[src/rtl/latch_write_arbiter.sv]
// Purpose  : round-robin writer that shares one WIDTH-bit latch register among N_REQ requesters.
// Latency  : request sampled at edge k -> latch_en in cycles k+1..k+HOLD_CYCLES, ack in k+HOLD_CYCLES+1.
// Backpress: requesters hold req (level) until their one-cycle ack; later requests simply wait in IDLE.
//
// Ports:
//   clk, reset   - rising-edge clock, synchronous active-high reset
//   req          - per-requester level write request
//   wr_data      - requester i data in bits [i*WIDTH +: WIDTH]
//   clr_req      - clear request for the shared register, wins over req in IDLE only
//   ack          - one-hot, one-cycle acknowledge to the served requester
//   latch_en     - gate to the latch bank, high HOLD_CYCLES cycles per write
//   latch_d      - data to the latch bank (forced to zero during a clear)
//   latch_clr    - reset line to the latch bank, one cycle per clear
//   grant_id     - current or most recent granted requester
//   busy         - high whenever the controller is not idle
module latch_write_arbiter #(
    parameter int N_REQ       = 4,
    parameter int WIDTH       = 8,
    parameter int HOLD_CYCLES = 2
) (
    input  logic                       clk,
    input  logic                       reset,
    input  logic [N_REQ-1:0]           req,
    input  logic [N_REQ*WIDTH-1:0]     wr_data,
    input  logic                       clr_req,
    output logic [N_REQ-1:0]           ack,
    output logic                       latch_en,
    output logic [WIDTH-1:0]           latch_d,
    output logic                       latch_clr,
    output logic [$clog2(N_REQ)-1:0]   grant_id,
    output logic                       busy
);

    localparam int IDW = $clog2(N_REQ);
    localparam int CW  = $clog2(HOLD_CYCLES + 1);

    typedef enum logic [1:0] {
        S_IDLE  = 2'd0,
        S_CLEAR = 2'd1,
        S_WRITE = 2'd2,
        S_ACK   = 2'd3
    } state_t;

    state_t            state;
    state_t            state_nxt;
    logic [CW-1:0]     hold_cnt;
    logic [CW-1:0]     hold_cnt_nxt;
    logic [IDW-1:0]    last_grant;
    logic [IDW-1:0]    last_grant_nxt;

    // next values of the registered outputs
    logic [N_REQ-1:0]  ack_nxt;
    logic              latch_en_nxt;
    logic [WIDTH-1:0]  latch_d_nxt;
    logic              latch_clr_nxt;
    logic [IDW-1:0]    grant_id_nxt;
    logic              busy_nxt;

    // round-robin pick
    logic              rr_found;
    logic [IDW-1:0]    rr_sel;
    logic [IDW-1:0]    rr_idx;

    // unpack the flat data bus so the granted slice is a plain array lookup
    logic [WIDTH-1:0]  slice [N_REQ];

    always_comb begin
        for (int i = 0; i < N_REQ; i++) begin
            slice[i] = wr_data[i*WIDTH +: WIDTH];
        end
    end

    // Search starts just after the last served requester and wraps, so the
    // most recently served one is considered last.
    always_comb begin
        rr_found = 1'b0;
        rr_sel   = '0;
        rr_idx   = '0;
        for (int k = 1; k <= N_REQ; k++) begin
            rr_idx = IDW'((int'(last_grant) + k) % N_REQ);
            if (!rr_found && req[rr_idx]) begin
                rr_found = 1'b1;
                rr_sel   = rr_idx;
            end
        end
    end

    // Next-state and next-output logic. Outputs are registered, so each
    // branch sets the value the output takes in the state being entered.
    always_comb begin
        state_nxt      = state;
        hold_cnt_nxt   = hold_cnt;
        last_grant_nxt = last_grant;
        ack_nxt        = '0;
        latch_en_nxt   = 1'b0;
        latch_d_nxt    = latch_d;
        latch_clr_nxt  = 1'b0;
        grant_id_nxt   = grant_id;

        case (state)
            S_IDLE: begin
                // clr_req is only looked at here; a pulse seen in WRITE/ACK is dropped
                if (clr_req) begin
                    state_nxt     = S_CLEAR;
                    latch_clr_nxt = 1'b1;
                    latch_d_nxt   = '0;
                end else if (rr_found) begin
                    state_nxt    = S_WRITE;
                    grant_id_nxt = rr_sel;
                    latch_d_nxt  = slice[rr_sel];
                    latch_en_nxt = 1'b1;
                    hold_cnt_nxt = CW'(HOLD_CYCLES);
                end
            end

            S_CLEAR: begin
                state_nxt = S_IDLE;
            end

            S_WRITE: begin
                // hold_cnt counts the enable cycles still to run, including this one
                hold_cnt_nxt = hold_cnt - 1'b1;
                if (hold_cnt == CW'(1)) begin
                    state_nxt         = S_ACK;
                    ack_nxt[grant_id] = 1'b1;
                end else begin
                    latch_en_nxt = 1'b1;
                end
            end

            S_ACK: begin
                state_nxt      = S_IDLE;
                last_grant_nxt = grant_id;
            end

            default: begin
                state_nxt = S_IDLE;
            end
        endcase

        busy_nxt = (state_nxt != S_IDLE);
    end

    always_ff @(posedge clk) begin
        if (reset) begin
            state      <= S_IDLE;
            hold_cnt   <= '0;
            last_grant <= IDW'(N_REQ - 1);
            ack        <= '0;
            latch_en   <= 1'b0;
            latch_d    <= '0;
            latch_clr  <= 1'b0;
            grant_id   <= '0;
            busy       <= 1'b0;
        end else begin
            state      <= state_nxt;
            hold_cnt   <= hold_cnt_nxt;
            last_grant <= last_grant_nxt;
            ack        <= ack_nxt;
            latch_en   <= latch_en_nxt;
            latch_d    <= latch_d_nxt;
            latch_clr  <= latch_clr_nxt;
            grant_id   <= grant_id_nxt;
            busy       <= busy_nxt;
        end
    end

    // Structural invariants of the controller.
    a_ack_onehot: assert property (@(posedge clk) disable iff (reset)
        $onehot0(ack));

    a_en_clr_exclusive: assert property (@(posedge clk) disable iff (reset)
        !(latch_en && latch_clr));

    a_busy_tracks_state: assert property (@(posedge clk) disable iff (reset)
        busy == (state != S_IDLE));

    a_ack_not_with_en: assert property (@(posedge clk) disable iff (reset)
        (ack != '0) |-> !latch_en);

endmodule

[config.mk]
export PLATFORM = sky130hd
export DESIGN_NAME = latch_write_arbiter
export DESIGN_NICKNAME = d
export VERILOG_FILES = /design/src/rtl/latch_write_arbiter.sv
export SDC_FILE = /design/constraint.sdc
export NUM_CORES = 1
export LEC_CHECK = 0
export ABC_CLOCK_PERIOD_IN_PS = 3600
export BUFFER_PORTS_ARGS = -buffer_cell sky130_fd_sc_hd__buf_2
export CAP_MARGIN = 20
export CORE_MARGIN = 4
export CORE_UTILIZATION = 50
export DETAILED_ROUTE_END_ITERATION = 16
export PLACE_DENSITY = 0.84
export SETUP_SLACK_MARGIN = 0.02
export SLEW_MARGIN = 20
export SYNTH_ARGS = -nofsm -noshare
export SYNTH_HDL_FRONTEND = slang
export SYNTH_SLANG_ARGS = --single-unit
[constraint.sdc]
create_clock -name clk -period 3.6 [get_ports clk]
set_clock_uncertainty 0.1 [all_clocks]
set_input_delay 0.72 -clock clk [delete_from_list [all_inputs] [get_ports clk]]
set_output_delay 0.72 -clock clk [all_outputs]
set_load 0.03 [all_outputs]
==> results of run 1 <==
[logic make-up (layout without fill, tap and decap cells)]
group                    Yosys count  count (layout)  synth area share (%)
adder cells (fa/ha/maj)            1               1                  1.01
flip-flops                        23              23                  37.1
AO/OA/AOI/OAI                     22              22                  13.9
buffers and inverters             11              63                  6.96
multiplexers                      18              18                  15.3
AND/OR/NAND/NOR                   60              60                  25.6
[power by group through the flow]
stage          clock network (mW)  registers, mW  logic, mW
2_1_floorplan                   0          0.315     0.0857
3_3_place_gp                    0          0.293      0.142
3_5_place_dp                    0          0.294      0.146
4_1_cts                     0.129          0.288      0.147
5_1_grt                     0.139          0.291      0.160
6_report                    0.127          0.288      0.146
[registers in the layout, summed over array words and instances, names as in the netlist]
name	cells
latch_clr	1
latch_en	1
ack	4
busy	1
last_grant	2
hold_cnt	2
grant_id	2
state	2
latch_d	8
[routing by layer]
layer | track usage (%) | up-vias | part of all wire, %
met5 | 0 | - | 0
met4 | 3.31 | 0 | 0.46
met3 | 3.34 | 2 | 6.7
met2 | 29.0 | 41 | 51
met1 | 21.3 | 545 | 42
li1 | - | 586 | -
[area by class of cell]
type                            instances  area (um^2)  area share, %
Sequential cell                        23          460           30.5
Inverter                                4         15.0          0.995
Clock buffer                            3         22.5           1.49
Multi-Input combinational cell        101          693           45.9
Clock inverter                          1         7.51          0.498
Timing Repair Buffer                   55          275           18.2
Tap cell                               28         35.0           2.32
[worst min path at each step]
stage / from / endpoint / slack [ns] / cells past startpoint
finish: latch_d[4] / latch_d[4] / 0.39 / 2
global route: latch_d[3] / latch_d[3] / 0.42 / 2
global placement: latch_d[2] / latch_d[2] / 0.36 / 2
CTS: latch_d[4] / latch_d[4] / 0.40 / 2
floorplan: hold_cnt[0] / hold_cnt[0] / 0.36 / 2
detailed placement: latch_d[3] / latch_d[3] / 0.37 / 2
[cells in the mapped netlist]
cell,n,area [um^2]
o211ai_2,1,12.5
nor4_4,1,21.3
mux2i_1,10,100
dfxtp_1,23,460
o31ai_4,1,21.3
nor4_2,1,12.5
a21oi_1,6,30.0
nor3_1,2,10.0
nor3b_1,1,7.51
o221a_2,1,11.3
nor2_1,11,41.3
or2_0,1,6.26
buf_4,1,7.51
o211ai_1,7,52.6
nand2_1,14,52.6
nand3_1,16,80.1
ha_1,1,12.5
clkbuf_1,1,3.75
buf_6,4,45.0
nor4_1,1,6.26
nor2b_1,2,12.5
a211oi_1,2,15.0
and3b_1,2,17.5
inv_1,4,15.0
and3_1,3,18.8
a211o_2,2,20.0
mux2_2,8,90.1
or2_2,2,12.5
nand2b_1,2,12.5
and2_1,1,6.26
o21ai_0,2,10.0
buf_8,1,15.0
[per-stage QoR]
stage / cell area [um^2] / setup slack, ns / power [mW]
after floorplan: 1240 / 1.33 / 0.401
final: 1510 / 1.19 / 0.561
after detailed placement: 1480 / 0.863 / 0.440
after global placement: 1480 / 0.960 / 0.434
after global routing: 1510 / 1.01 / 0.590
after CTS: 1510 / 1.19 / 0.564
[critical path: stages]
cell	delay [ns]
buf_2	0.15
or2_0	0.34
nor4_4	0.71
nand2_1	0.37
o211ai_1	0.26
==> qor.csv, run 1 <==
stage,metric,value,unit
finish,post-route-util,66.3,%
setup_path,crit_path_end,latch_d[2],
clocking,cts_setup_buffers,0,
sta,tns,0,ns
setup_path,worstSetupEndpointType,register,
setup_path,critPathLaunchType,input port,
yosys,synth-seq-cells,23,
finish,final_common_cell,buf_2,
setup_path,crit_type,in2reg,
finish,drive_above_1_share,40.6,%
setup_path,worst-path-max-fanout,17,
yosys,synth.distinct_cells,32,
sta,hold_violations,0,
power,powerDensity,372,mW/mm^2
yosys,synthesis.area,0.00124,mm^2
power,p_leak,0.700,nW
clocking,cts_buffers,3,
route,drt_wl_total,2820,um
hold_path,hold_path_class,reg2reg,
sta,grt_setup_unrepaired,false,
clocking,cts_tree,built,
sta,fin_hold_ws,0.394,ns
finish,fill_cells,195,
power,p_sw_share,32.9,%
placed_design,placed_cells,211,
floorplanning,num_rows,17,
power,seq_power_share,51.4,%
sta,setup_viol,0,
route,dr.pass1.iters,4,
power,p_sw,0.185,mW
placed_design,hpwl,2190,um
placed_design,place_congestion,0.793,
clocking,cts_sinks,23,
route,drcViolationCount,0,
clocking,clkLatencyLatePin,0.31,ns
yosys,postSynthCellCount,135,
power,internal_power,0.376,mW
floorplanning,fp.dieArea,0.00334,mm^2
global_routing,grt_max_degree,18,
route,detail_route.iter0.violations,27,
run,cap_violations,0,
floorplanning,die_w,57.8,um
route,post_drt_wl_per_cell,13.1,um
sta,report.final.slew_viol_count,0,
clocking,cts-root-buf,clkbuf_4,
setup_path,reg2reg_depth,4,
global_routing,overflow,0,
setup_path,startpoint,reset,
floorplanning,io_pins,56,
global_routing,grt_pass1_wl,4500,um
clocking,hold_buffers,0,
setup_path,crit-reg2reg-launch,state[0],
setup_path,rr_endpoint,latch_d[2],
yosys,syn_avg_cell_area,9.18,um^2
route,num_vias,1174,
clocking,cts_resized,0,
yosys,ys_seq_area_share,37.1,%
setup_path,cp.arrival,2.56,ns
finish,diodes,0,
sta,fmax,0.414,GHz
clocking,h-tree-depth,1,
yosys,yosys_warnings,0,
placed_design,portBuffers,55,
yosys,syn_nets,175,
floorplanning,core-area,0.00228,mm^2
route,viasPerCell,5.46,
finish,area_growth,21.7,%
finish,nets,228,
clocking,clkTransAtPathRegs,0.13,ns
floorplanning,dieHeight,57.8,um
power,pwr-share-clk,22.6,%
global_routing,grt_pass1_vias,1065,
floorplanning,start_util,54.5,%
global_routing,grtUsageTotal,16.7,%
setup_path,r2r_setup_slack,1.29,ns
sta,period_share,67.1,%
power,ir_drop,0.270,mV
setup_path,required,3.74,ns
sta,period_needed,2.41,ns
finish,stdcell_count,215,
route,antenna_left,0,
finish,layout_common_cells,"buf_2 (55), dfxtp_1 (23), nand3_1 (16)",
power,pwr-share-comb,26.0,%
sta,relSlewSlack,47.8,%
sta,tightest_slew,0.778,ns
run_status,status,finished clean,
global_routing,antenna_found_initial,0,
clocking,clk_path_buf_depth,2,
Power figures use the tool's default switching activity.
==> run 2: changes to the inputs <==
--- a/config.mk
+++ b/config.mk
@@ -5,13 +5,13 @@
 export SDC_FILE = /design/constraint.sdc
 export NUM_CORES = 1
 export LEC_CHECK = 0
-export ABC_CLOCK_PERIOD_IN_PS = 3600
+export ABC_CLOCK_PERIOD_IN_PS = 1950
 export BUFFER_PORTS_ARGS = -buffer_cell sky130_fd_sc_hd__buf_2
 export CAP_MARGIN = 20
 export CORE_MARGIN = 4
-export CORE_UTILIZATION = 50
+export CORE_UTILIZATION = 42
 export DETAILED_ROUTE_END_ITERATION = 16
-export PLACE_DENSITY = 0.84
+export PLACE_DENSITY = 0.76
 export SETUP_SLACK_MARGIN = 0.02
 export SLEW_MARGIN = 20
 export SYNTH_ARGS = -nofsm -noshare
==> constraint.sdc (replaced) <==
create_clock -name clk -period 1.95 [get_ports clk]
set_clock_uncertainty 0.1 [all_clocks]
set_input_delay 0.39 -clock clk [delete_from_list [all_inputs] [get_ports clk]]
set_output_delay 0.39 -clock clk [all_outputs]
set_load 0.03 [all_outputs]
==> run 2 against run 1 <==
  * Die area is 16% higher
  * Worst setup slack got worse by 0.95 ns
  * Non-clock buffer count rose by 9
  * Highest routed layer unchanged
  * Sequential power up 84%
  * Global-route usage fell by 2.2 points
  * Combinational power grew 110%
  * Largest cell class unchanged
  * Routed wire length grew 0.96%
  * Cell count is 5.6% higher
  * Critical endpoint unchanged
  * Cell area increased by 7.0%
  * Clock-buffer cell count stayed put
  * Clock power increased by 71%
  * Power rose by 88%
==> qor.csv, run 2 (synthesized netlist as in run 1, its figures left out) <==
stage,metric,value,unit
global_routing,grtUsageTotal,14.4,%
sta,grt_setup_unrepaired,false,
finish,nets,237,
sta,relSlewSlack,71.5,%
setup_path,path_cells,a21oi_1 > o31ai_4 > buf_12 > nand3_1 > mux2_2 > o211ai_1,
route,num_vias,1175,
route,drt_wl_total,2840,um
setup_path,cp.arrival,1.85,ns
sta,fmax,0.583,GHz
clocking,cts_tree,built,
route,viasPerCell,5.18,
power,powerDensity,653,mW/mm^2
setup_path,crit_type,reg2reg,
floorplanning,core-area,0.00278,mm^2
finish,drive_above_1_share,43.4,%
placed_design,place_congestion,0.805,
floorplanning,num_rows,19,
floorplanning,die_w,62.3,um
global_routing,grt_pass1_vias,1138,
clocking,clkTransAtPathRegs,0.13,ns
setup_path,worst-path-max-fanout,16,
global_routing,grt_max_degree,18,
setup_path,crit_slowest_cell,dfxtp_1,
setup_path,required,2.09,ns
clocking,cts_buffers,3,
setup_path,worstSetupEndpointType,register,
clocking,clkLatencyLatePin,0.31,ns
clocking,h-tree-depth,1,
floorplanning,io_pins,56,
finish,diodes,0,
route,post_drt_wl_per_cell,12.5,um
hold_path,hold_path_class,in2reg,
finish,final_common_cell,buf_2,
floorplanning,start_util,44.6,%
sta,period_needed,1.72,ns
setup_path,critPathLaunchType,register,
clocking,cts_sinks,23,
route,dr.pass1.iters,4,
sta,tightest_slew,0.425,ns
power,ir_drop,0.461,mV
clocking,cts_resized,0,
sta,hold_violations,0,
route,drcViolationCount,0,
clocking,hold_buffers,0,
sta,period_share,88.0,%
finish,regMostFlops,latch_d,
finish,reg_top3,"latch_d x8, ack x4",
placed_design,portBuffers,55,
global_routing,overflow,0,
power,p_total,1.06,mW
finish,area_growth,30.3,%
finish,largest_reg_flops,8,
global_routing,antenna_found_initial,0,
run_status,status,finished clean,
clocking,cts-root-buf,clkbuf_4,
run,cap_violations,0,
finish,post-route-util,58.1,%
route,antenna_left,0,
placed_design,hpwl,2260,um
clocking,cts_setup_buffers,0,
sta,setup_viol,0,
sta,report.final.slew_viol_count,0,
floorplanning,fp.dieArea,0.00389,mm^2
global_routing,grt_pass1_wl,4800,um
route,detail_route.iter0.violations,34,
clocking,clk_path_buf_depth,2,
setup_path,max_stage_delay,0.47,ns
floorplanning,dieHeight,62.3,um
finish,layout_common_cells,"buf_2 (55), dfxtp_1 (23), nand3_1 (16)",
sta,tns,0,ns
sta,fin_hold_ws,0.274,ns
power,p_leak,0.762,nW
-- run 2: changes by cell type in the layout (fill, tap and decap cells not counted) --
cell	change
buf_12	+3
clkinvlp_4	-1
buf_4	+6
clkinv_2	+1
-- run 2: power by group --
group | total (mW) | switching, mW | internal (mW)
clock | 0.217 | 0.141 | 0.0764
combinational | 0.309 | 0.166 | 0.143
sequential | 0.529 | 0.0257 | 0.503
total | 1.06 | 0.332 | 0.723
-- run 2: metrics by stage --
step / std cells / setup slack (ns) / cell area [um^2]
6_report: 227 / 0.235 / 1620
4_1_cts: 227 / 0.179 / 1620
3_3_place_gp: 223 / 0.151 / 1590
3_5_place_dp: 223 / 0.0753 / 1590
5_1_grt: 227 / 0.0848 / 1620
2_1_floorplan: 135 / 0.00785 / 1240
-- run 2: worst paths after layout --
check	from	endpoint	slack [ns]	cells after the start
hold / removal	wr_data[24]	latch_d[0]	0.27	3
setup / recovery	last_grant[1]	latch_d[2]	0.23	6
hold reg to reg	latch_d[6]	latch_d[6]	0.40	2
setup reg to reg	last_grant[1]	latch_d[2]	0.23	6
-- run 2: cell type report --
cell class | instances | area (um^2)
clock buffer | 3 | 22.5
clock inverter | 1 | 5.00
fill | 243 | 1170
inverter | 4 | 15.0
multi-input combinational | 101 | 693
sequential | 23 | 460
tap | 31 | 38.8
timing repair buffer | 64 | 380
-- run 2: critical path, delay by kind of cell, from the launching register on --
kind,cells,cell delay [ns]
flip-flops,1,0.47
AND/OR/NAND/NOR,1,0.07
buffers and inverters,1,0.18
AO/OA/AOI/OAI,3,0.58
multiplexers,1,0.26
-- run 2: metal layers --
layer  routed length (um)  GRT usage, %
met1                 1150          16.2
met2                 1530          27.2
met3                  141          2.52
met4                   27          4.24
met5                    0             0
==> run 3: changes to the inputs <==
--- a/config.mk
+++ b/config.mk
@@ -6,7 +6,7 @@
 export NUM_CORES = 1
 export LEC_CHECK = 0
 export ABC_CLOCK_PERIOD_IN_PS = 1950
-export BUFFER_PORTS_ARGS = -buffer_cell sky130_fd_sc_hd__buf_2
+export BUFFER_PORTS_ARGS = -buffer_cell sky130_fd_sc_hd__buf_4
 export CAP_MARGIN = 20
 export CORE_MARGIN = 4
 export CORE_UTILIZATION = 42
==> run 3 against run 2 <==
  * Register-to-register slack barely moved
  * Power is 3.5% higher
  * Sequential cell count stayed put
  * Critical path depth did not move
  * Routed wire length grew 8.4%
  * Global-route usage grew 2.1 points
  * Cell area increased by 8.5%
  * Sequential share of layout area shrank 2.2 points
  * First-iteration DRC count increased by 8.8%
==> qor.csv, run 3 (synthesized netlist as in run 1, its figures left out) <==
stage,metric,value,unit
run_status,status,finished clean,
setup_path,required,2.09,ns
finish,regMostFlops,latch_d,
sta,relSlewSlack,70.7,%
global_routing,grt_pass1_wl,5250,um
hold_path,whs_path_depth,3,
sta,setup_viol,0,
clocking,hold_buffers,0,
setup_path,worstSetupEndpointType,register,
power,pwr-share-clk,19.8,%
route,drt_wl_total,3080,um
clocking,cts_sinks,23,
clocking,cts-root-buf,clkbuf_4,
run,cap_violations,0,
hold_path,hold_path_class,in2reg,
route,detail_route.iter0.violations,37,
clocking,clkLatencyLatePin,0.30,ns
route,num_vias,1204,
power,ir_drop,0.464,mV
power,internal_power,0.757,mW
floorplanning,core-area,0.00278,mm^2
sta,fmax,0.582,GHz
floorplanning,fp.dieArea,0.00389,mm^2
finish,layout_common_cells,"buf_4 (61), dfxtp_1 (23), nand3_1 (16)",
finish,diodes,0,
setup_path,crit_type,reg2reg,
finish,area_growth,41.4,%
floorplanning,dieHeight,62.3,um
route,dr.pass1.iters,4,
finish,final_area,0.00175,mm^2
floorplanning,start_util,44.6,%
finish,final_common_cell,buf_4,
sta,tightest_slew,0.439,ns
power,pwr-share-comb,31.6,%
floorplanning,die_w,62.3,um
sta,grt_setup_unrepaired,false,
setup_path,cp.arrival,1.86,ns
global_routing,grtUsageTotal,16.5,%
placed_design,hpwl,2500,um
global_routing,overflow,0,
sta,hold_violations,0,
finish,nets,237,
sta,period_share,88.1,%
placed_design,place_area,0.00173,mm^2
sta,period_needed,1.72,ns
global_routing,grt_max_degree,18,
clocking,clk_path_buf_depth,2,
finish,largest_reg_flops,8,
clocking,h-tree-depth,1,
route,antenna_left,0,
power,p_sw_share,30.7,%
clocking,cts_buffers,3,
power,p_sw,0.335,mW
placed_design,place_congestion,0.782,
setup_path,reg2reg_depth,6,
power,p_leak,0.796,nW
setup_path,worst-path-max-fanout,16,
clocking,cts_resized,0,
global_routing,antenna_found_initial,0,
route,post_drt_wl_per_cell,13.6,um
power,seq_power_share,48.6,%
clocking,clkTransAtPathRegs,0.13,ns
route,viasPerCell,5.30,
setup_path,critPathLaunchType,register,
floorplanning,num_rows,19,
finish,drive_above_1_share,43.4,%
placed_design,portBuffers,55,
sta,report.final.slew_viol_count,0,
clocking,cts_tree,built,
route,drcViolationCount,0,
floorplanning,io_pins,56,
global_routing,grt_pass1_vias,1185,
power,powerDensity,623,mW/mm^2
clocking,cts_setup_buffers,0,
finish,reg_top3,"latch_d x8, ack x4",
sta,tns,0,ns
sta,fin_hold_ws,0.280,ns
-- run 3: cell counts in the layout (fill, tap and decap cells not counted) --
Identical to the previous run, type by type.
-- run 3: power groups by stage --
| stage | clock network (mW) | registers [mW] | logic [mW] |
|---|---|---|---|
| after floorplan | 0 | 0.581 | 0.158 |
| after global placement | 0 | 0.539 | 0.338 |
| after detailed placement | 0 | 0.541 | 0.347 |
| after CTS | 0.224 | 0.530 | 0.348 |
| after global routing | 0.250 | 0.537 | 0.375 |
| final | 0.217 | 0.531 | 0.345 |
-- run 3: final cells by class --
class,count,area (um^2)
clock buffers,3,22.5
clock inverters,1,5.00
fillers,252,1030
inverters,4,15.0
multi-input cells,101,693
flip-flops and latches,23,460
well taps,31,38.8
repair buffers,64,518
-- run 3: path summary, 6_finish.rpt --
| path | slack [ns] | start | to |
|---|---|---|---|
| hold / removal | 0.28 | wr_data[26] | latch_d[2] |
| setup reg to reg | 0.23 | last_grant[1] | latch_d[4] |
| hold reg to reg | 0.40 | latch_d[2] | latch_d[2] |
| setup / recovery | 0.23 | last_grant[1] | latch_d[4] |
-- run 3: critical path: stages, from the launching register on --
cell and delay (ns):
dfxtp_1 0.47, a21oi_1 0.15, o31ai_4 0.33, buf_12 0.18, nand3_1 0.07, mux2_2 0.27, o211ai_1 0.08
-- run 3: stage by stage --
step	instances	utilization, %	power (mW)	setup WS, ns
2_1_floorplan	135	-	0.740	0.00785
3_3_place_gp	223	62.0	0.877	0.141
3_5_place_dp	223	62.0	0.888	0.102
4_1_cts	227	63.0	1.10	0.217
5_1_grt	227	63.0	1.16	0.100
6_report	227	63.0	1.09	0.233
-- run 3: per-layer routing --
| layer | wire length, um | track usage (%) | share of wire, % | up-vias |
|---|---|---|---|---|
| met5 | 0 | 0 | 0 | - |
| met4 | 47 | 6.10 | 1.5 | 0 |
| met3 | 137 | 4.50 | 4.4 | 4 |
| met2 | 1660 | 28.4 | 54 | 29 |
| met1 | 1230 | 19.4 | 40 | 564 |
| li1 | - | - | - | 607 |
